[config.mk]
export PLATFORM = sky130hd
export DESIGN_NAME = dp_seq_scheduler
export DESIGN_NICKNAME = d
export VERILOG_FILES = /design/src/rtl/dp_seq_scheduler.sv
export SDC_FILE = /design/constraint.sdc
export NUM_CORES = 1
export LEC_CHECK = 0
export ABC_AREA = 0
export CAP_MARGIN = 0
export CORE_MARGIN = 2
export CORE_UTILIZATION = 55
export CTS_CLUSTER_SIZE = 24
export DETAILED_ROUTE_END_ITERATION = 8
export GPL_TIMING_DRIVEN = 0
export PLACE_DENSITY_LB_ADDON = 0.1
export SETUP_SLACK_MARGIN = 0.4
export SLEW_MARGIN = 15
export SYNTH_ARGS = -nofsm -noshare
export SYNTH_HDL_FRONTEND = slang
export SYNTH_SLANG_ARGS = --single-unit
[constraint.sdc]
create_clock -name clk -period 4.7 [get_ports clk]
set_input_delay 0.94 -clock clk [delete_from_list [all_inputs] [get_ports clk]]
set_output_delay 0.94 -clock clk [all_outputs]
set_load 0.05 [all_outputs]
[src/rtl/dp_seq_scheduler.sv]
// dp_seq_scheduler: sequences S chunk loads, T streaming and drain waits through the DP systolic array for one alignment.
module dp_seq_scheduler #(
    parameter int N             = 8,
    parameter int BP_WIDTH      = 2,
    parameter int LEN_WIDTH     = 12,
    parameter int DRAIN_TIMEOUT = 1024
) (
    input  logic                 clk,
    input  logic                 reset_i,
    input  logic                 start,
    input  logic [LEN_WIDTH-1:0] s_len,
    input  logic [LEN_WIDTH-1:0] t_len,
    output logic [LEN_WIDTH-1:0] s_rd_addr,
    input  logic [BP_WIDTH-1:0]  s_rd_data,
    output logic [LEN_WIDTH-1:0] t_rd_addr,
    input  logic [BP_WIDTH-1:0]  t_rd_data,
    output logic                 new_seq,
    output logic [BP_WIDTH-1:0]  S,
    output logic                 s_update,
    output logic                 ack,
    output logic [BP_WIDTH-1:0]  T,
    output logic                 valid,
    input  logic                 busy,
    output logic                 sched_busy,
    output logic                 done,
    output logic                 err,
    output logic [LEN_WIDTH-1:0] chunk_idx
);
    localparam int DW = $clog2(DRAIN_TIMEOUT + 1);
    localparam logic [LEN_WIDTH:0]   N_W    = (LEN_WIDTH + 1)'(N);
    localparam logic [LEN_WIDTH:0]   N_M1   = (LEN_WIDTH + 1)'(N - 1);
    localparam logic [LEN_WIDTH-1:0] LAST_K = LEN_WIDTH'(N - 1);
    localparam logic [DW-1:0]        LAST_D = DW'(DRAIN_TIMEOUT - 1);

    typedef enum logic [3:0] {IDLE, NEWSEQ, FETCH_S, LOAD_S, UPDATE, FETCH_T, STREAM_T, DRAIN, DONE} state_t;

    state_t               state;
    logic [LEN_WIDTH-1:0] s_len_q, t_len_q, t_idx, cnt;
    logic [LEN_WIDTH:0]   n_chunks, s_idx;
    logic [DW-1:0]        dcnt;
    logic                 s_live;
    logic [BP_WIDTH-1:0]  s_q, t_q;

    // Buffer data arrives registered one cycle after its address, so it is
    // steered straight out; s_q/t_q hold zero-padding and last-value states.
    assign s_rd_addr = s_idx[LEN_WIDTH-1:0];
    assign t_rd_addr = t_idx;
    assign S         = s_live ? s_rd_data : s_q;
    assign T         = valid ? t_rd_data : t_q;

    always_ff @(posedge clk or posedge reset_i) begin
        if (reset_i) begin
            state      <= IDLE;
            new_seq    <= 1'b0;
            s_update   <= 1'b0;
            ack        <= 1'b0;
            valid      <= 1'b0;
            sched_busy <= 1'b0;
            done       <= 1'b0;
            err        <= 1'b0;
            chunk_idx  <= '0;
            s_len_q    <= '0;
            t_len_q    <= '0;
            n_chunks   <= '0;
            s_idx      <= '0;
            t_idx      <= '0;
            cnt        <= '0;
            dcnt       <= '0;
            s_live     <= 1'b0;
            s_q        <= '0;
            t_q        <= '0;
        end else begin
            new_seq  <= 1'b0;
            s_update <= 1'b0;
            done     <= 1'b0;
            err      <= 1'b0;
            case (state)
                IDLE: if (start) begin
                    if (s_len == '0 || t_len == '0) begin
                        err <= 1'b1;
                    end else begin
                        s_len_q    <= s_len;
                        t_len_q    <= t_len;
                        n_chunks   <= ({1'b0, s_len} + N_M1) / N_W;
                        chunk_idx  <= '0;
                        new_seq    <= 1'b1;
                        sched_busy <= 1'b1;
                        state      <= NEWSEQ;
                    end
                end
                NEWSEQ: begin
                    ack   <= 1'b1;
                    s_idx <= N_M1;
                    state <= FETCH_S;
                end
                FETCH_S: begin
                    cnt    <= '0;
                    s_live <= s_idx < {1'b0, s_len_q};
                    s_idx  <= s_idx - 1'b1;
                    s_q    <= '0;
                    state  <= LOAD_S;
                end
                LOAD_S: if (cnt == LAST_K) begin
                    s_update <= 1'b1;
                    ack      <= 1'b0;
                    s_live   <= 1'b0;
                    s_q      <= S;
                    state    <= UPDATE;
                end else begin
                    cnt    <= cnt + 1'b1;
                    s_live <= s_idx < {1'b0, s_len_q};
                    s_idx  <= s_idx - 1'b1;
                    s_q    <= '0;
                end
                UPDATE: begin
                    ack   <= 1'b1;
                    t_idx <= '0;
                    state <= FETCH_T;
                end
                FETCH_T: begin
                    valid <= 1'b1;
                    cnt   <= '0;
                    t_idx <= t_idx + 1'b1;
                    state <= STREAM_T;
                end
                STREAM_T: if (cnt == t_len_q - 1'b1) begin
                    valid <= 1'b0;
                    t_q   <= T;
                    dcnt  <= '0;
                    state <= DRAIN;
                end else begin
                    cnt   <= cnt + 1'b1;
                    t_idx <= t_idx + 1'b1;
                end
                DRAIN: if (!busy) begin
                    if ({1'b0, chunk_idx} + 1'b1 < n_chunks) begin
                        chunk_idx <= chunk_idx + 1'b1;
                        s_idx     <= ({1'b0, chunk_idx} + 1'b1) * N_W + N_M1;
                        state     <= FETCH_S;
                    end else begin
                        done  <= 1'b1;
                        ack   <= 1'b0;
                        state <= DONE;
                    end
                end else if (dcnt == LAST_D) begin
                    err        <= 1'b1;
                    ack        <= 1'b0;
                    sched_busy <= 1'b0;
                    state      <= IDLE;
                end else begin
                    dcnt <= dcnt + 1'b1;
                end
                DONE: begin
                    sched_busy <= 1'b0;
                    state      <= IDLE;
                end
                default: state <= IDLE;
            endcase
        end
    end
endmodule

==> summary.txt <==
Yosys
  • Syn avg cell area: between 8 and 9 sq um
  • Synth warn: 0
  • Library cells used by synthesis: 70
  • Syn Nets: 826
  • Fraction of the yosys area taken by sequential cells: between 40% and 50%
  • Async SR Flop Fraction: between 90% and 100%
  • Post-synth EDFFs: 0
  • Cell area after synthesis: roughly 6700 sq um
  • #FFs+latches synth: 110
  • Mapped Cells: 768
  • Main synth FF type: dfrtp_1

Worst setup path
  • Reg2reg path depth: 14
  • Crit end category: flip-flop
  • Flop2flop setup slack: 0.75 ns
  • Worst EP required: approximately 4.9 ns
  • Worst Path Max Fanout: 10
  • R2R Path End: chunk_idx[6]
  • RR Startpoint: chunk_idx[2]
  • Crit start category: flip-flop
  • Worst Path Arrival: 4.20 ns
  • CP Class: flip-flop to flip-flop

Worst hold path
  • Hold-critical path depth: 2
  • Hold Crit Start: s_len_q[0]
  • WHS Endpoint: s_len_q[0]
  • Worst hold path class: flip-flop to flip-flop

Cells and area
  • Area of the multi-input gates: 3540 sq um
  • Fin cells: slightly above 1k
  • FF+latch area: 2750 sq um
  • Layout cells sized above 1: under 10%
  • Area Overhead vs Synth: 19.5%
  • Antenna diodes: 0
  • Nets: between 900 and 1k
  • Fill cell count: 1,026

Drt
  • Remaining DRCs: 0
  • Vias per Instance: ~6
  • Final ANT Viol Nets: 0
  • Via count: 6,102
  • Drt wl/cell: 17.4 um
  • DR pass1 iterations: 9
  • Total wire length: 17,600 um
  • DR iter-0 viols: 496

Global route
  • Largest net degree at the start of global routing: between 50 and 60
  • GR Overflow Total: 0
  • First-pass GRT wire length: a little under 30,000 um
  • Initial antenna violation count: 0
  • Tot GR Track Use: about 28%
  • Vias in the first global route: roughly 5.9k

Floorplan
  • Die Ht: approximately 110 um
  • Starting density of the core: between 50 and 60%
  • Die area: 13,000 sq um
  • Num rows: 40
  • Chip width: about 110 um
  • # IOs: just under 80
  • Core ar.: 11,900 sq um

Timing
  • Relative slew slack: around half
  • Setup violators final: 0
  • Setup ws final: roughly 0.75 ns
  • Slew Limit Fails: 0
  • Minimum clock period: between 3 and 4 ns
  • Slew @ Worst Pin: between 0.7 and 0.8 ns
  • Crit share post-route: between 80% and 90%
  • RSZ-0062 raised after global routing: false
  • Worst-case clock skew: 0.00798 ns
  • Final Hold Viols: 0
  • Achievable Freq: around 250 MHz

CTS
  • CTS buffer count: 9
  • Clk root buf: clkbuf_16
  • Max Buffers Root-to-Sink: 2
  • H-tree levels: 3
  • CTS tree: built
  • Clock tree sinks: 110
  • Clock transition at path regs: roughly 0.070 ns
  • Worst-Skew Late Latency: 0.36 ns

Place
  • I/O Buffers: 78
  • Placer congestion estimate: around 0.94
  • Hpwl dp: 13,100 um
  • Place WS: approximately 0.44 ns
  • Placed cells: between 900 and 1k

Outcome
  • Outcome: complete, no violations

Flow run
  • Max-cap viol count: 0

Power
  • PwrDens: around 570 nW/um^2
  • Pleak: approximately 3.5 nW
  • Maximum vdd drop: 301 uV
  • Pwr Total: 4.52 mW
synthesized netlist by cell type (10+ instances only):
| library cell | number | area, sq um |
|---|---|---|
| a21oi_1 | 50 | 250 |
| and2_1 | 12 | 75.1 |
| and3_1 | 15 | 93.8 |
| buf_4 | 12 | 90.1 |
| clkbuf_1 | 31 | 116 |
| dfrtp_1 | 110 | 2750 |
| ha_1 | 26 | 325 |
| inv_1 | 40 | 150 |
| mux2_2 | 11 | 124 |
| nand2_1 | 102 | 383 |
| nand3_1 | 22 | 110 |
| nor2_1 | 45 | 169 |
| nor2b_1 | 10 | 62.6 |
| nor3_1 | 23 | 115 |
| nor4_1 | 13 | 81.3 |
| o21ai_0 | 79 | 395 |
| o31ai_1 | 12 | 90.1 |
| xnor2_1 | 23 | 201 |
| xor2_1 | 11 | 96.3 |
registers in the layout, summed over array words and instances, names as in the netlist, 2 cells and up:
register	count
s_len_q	12
dcnt	11
t_q	2
cnt	12
chunk_idx	12
s_idx	13
t_rd_addr	12
state	4
t_len_q	12
n_chunks	10
s_q	2
cells in the final DEF, fill, tap and decap left out, types with 26 or more instances in the layout:
cell and instances:
dfrtp_1 110, nor2_1 45, a21oi_1 50, nand2_1 102, clkdlybuf4s50_1 78, inv_1 39, o21ai_0 79, clkbuf_1 31
ha_1 26
per-layer routing:
layer	GRT usage, %	part of all wire [%]	vias to the layer above
li1	-	-	2898
met1	39.9	46	2969
met2	45.2	47	217
met3	6.51	6.2	18
met4	6.10	1.4	0
met5	0	0	-
worst max path at each step:
| stage | from | endpoint | slack (ns) | cells past startpoint |
|---|---|---|---|---|
| global placement | reset_i | s_update | -0.78 | 2 |
| floorplan | chunk_idx[2] | chunk_idx[6] | 0.76 | 14 |
| global route | chunk_idx[2] | chunk_idx[2] | 0.53 | 15 |
| CTS | chunk_idx[2] | chunk_idx[2] | 0.60 | 15 |
| detailed placement | chunk_idx[2] | chunk_idx[2] | 0.44 | 15 |
| finish | chunk_idx[2] | chunk_idx[6] | 0.75 | 14 |
final cells by class:
type | count | area share (%)
clock inverter | 4 | 0.596
clock buffer | 11 | 3.04
inverter | 40 | 1.94
sequential | 110 | 34.5
tap | 147 | 2.30
timing repair buffer | 79 | 10.1
multi-input combinational | 570 | 44.4
buffer | 48 | 3.15
report_power, final:
group	internal, mW	switching, mW
Clock	0.424	0.344
Sequential	1.20	0.263
Combinational	0.854	1.44
logic make-up after synthesis:
logic type / after synthesis / synth area share (%)
compound gates: 204 / 18.9
simple gates: 290 / 21.8
buf+inv: 88 / 5.99
fa+ha+maj: 26 / 4.87
mux: 16 / 2.75
xor+xnor: 34 / 4.46
flops: 110 / 41.2
critical path: stages, from the launching register on:
cell	delay [ns]
dfrtp_1	0.51
nand3_1	0.23
nor2_1	0.23
nand3_1	0.12
xnor2_1	0.24
ha_1	0.29
a21o_1	0.18
a21o_1	0.19
o21ai_0	0.20
a31oi_1	0.11
nor4_4	0.47
or2_2	0.19
clkbuf_1	0.24
clkbuf_2	0.27
mux2_2	0.35
metrics by stage:
stage          utilization [%]  cell area (sq um)  setup TNS, ns  hold WS, ns
6_report                  67.0               7980              0        0.496
5_1_grt                   67.0               7980              0        0.539
4_1_cts                   67.0               7980              0        0.499
3_5_place_dp              64.5               7680              0        0.481
3_3_place_gp              64.2               7640         -85.00        0.472
2_1_floorplan                -               6680              0        0.445
what timing repair did:
action / in CTS / in global routing
endpoints found under the setup margin: 1 / 2
resized for setup: 1 / 2
buffers inserted: 0 / 0
hold buffers: 0 / 0
pin swaps: 0 / 0
(Power assumes the default switching activity.)
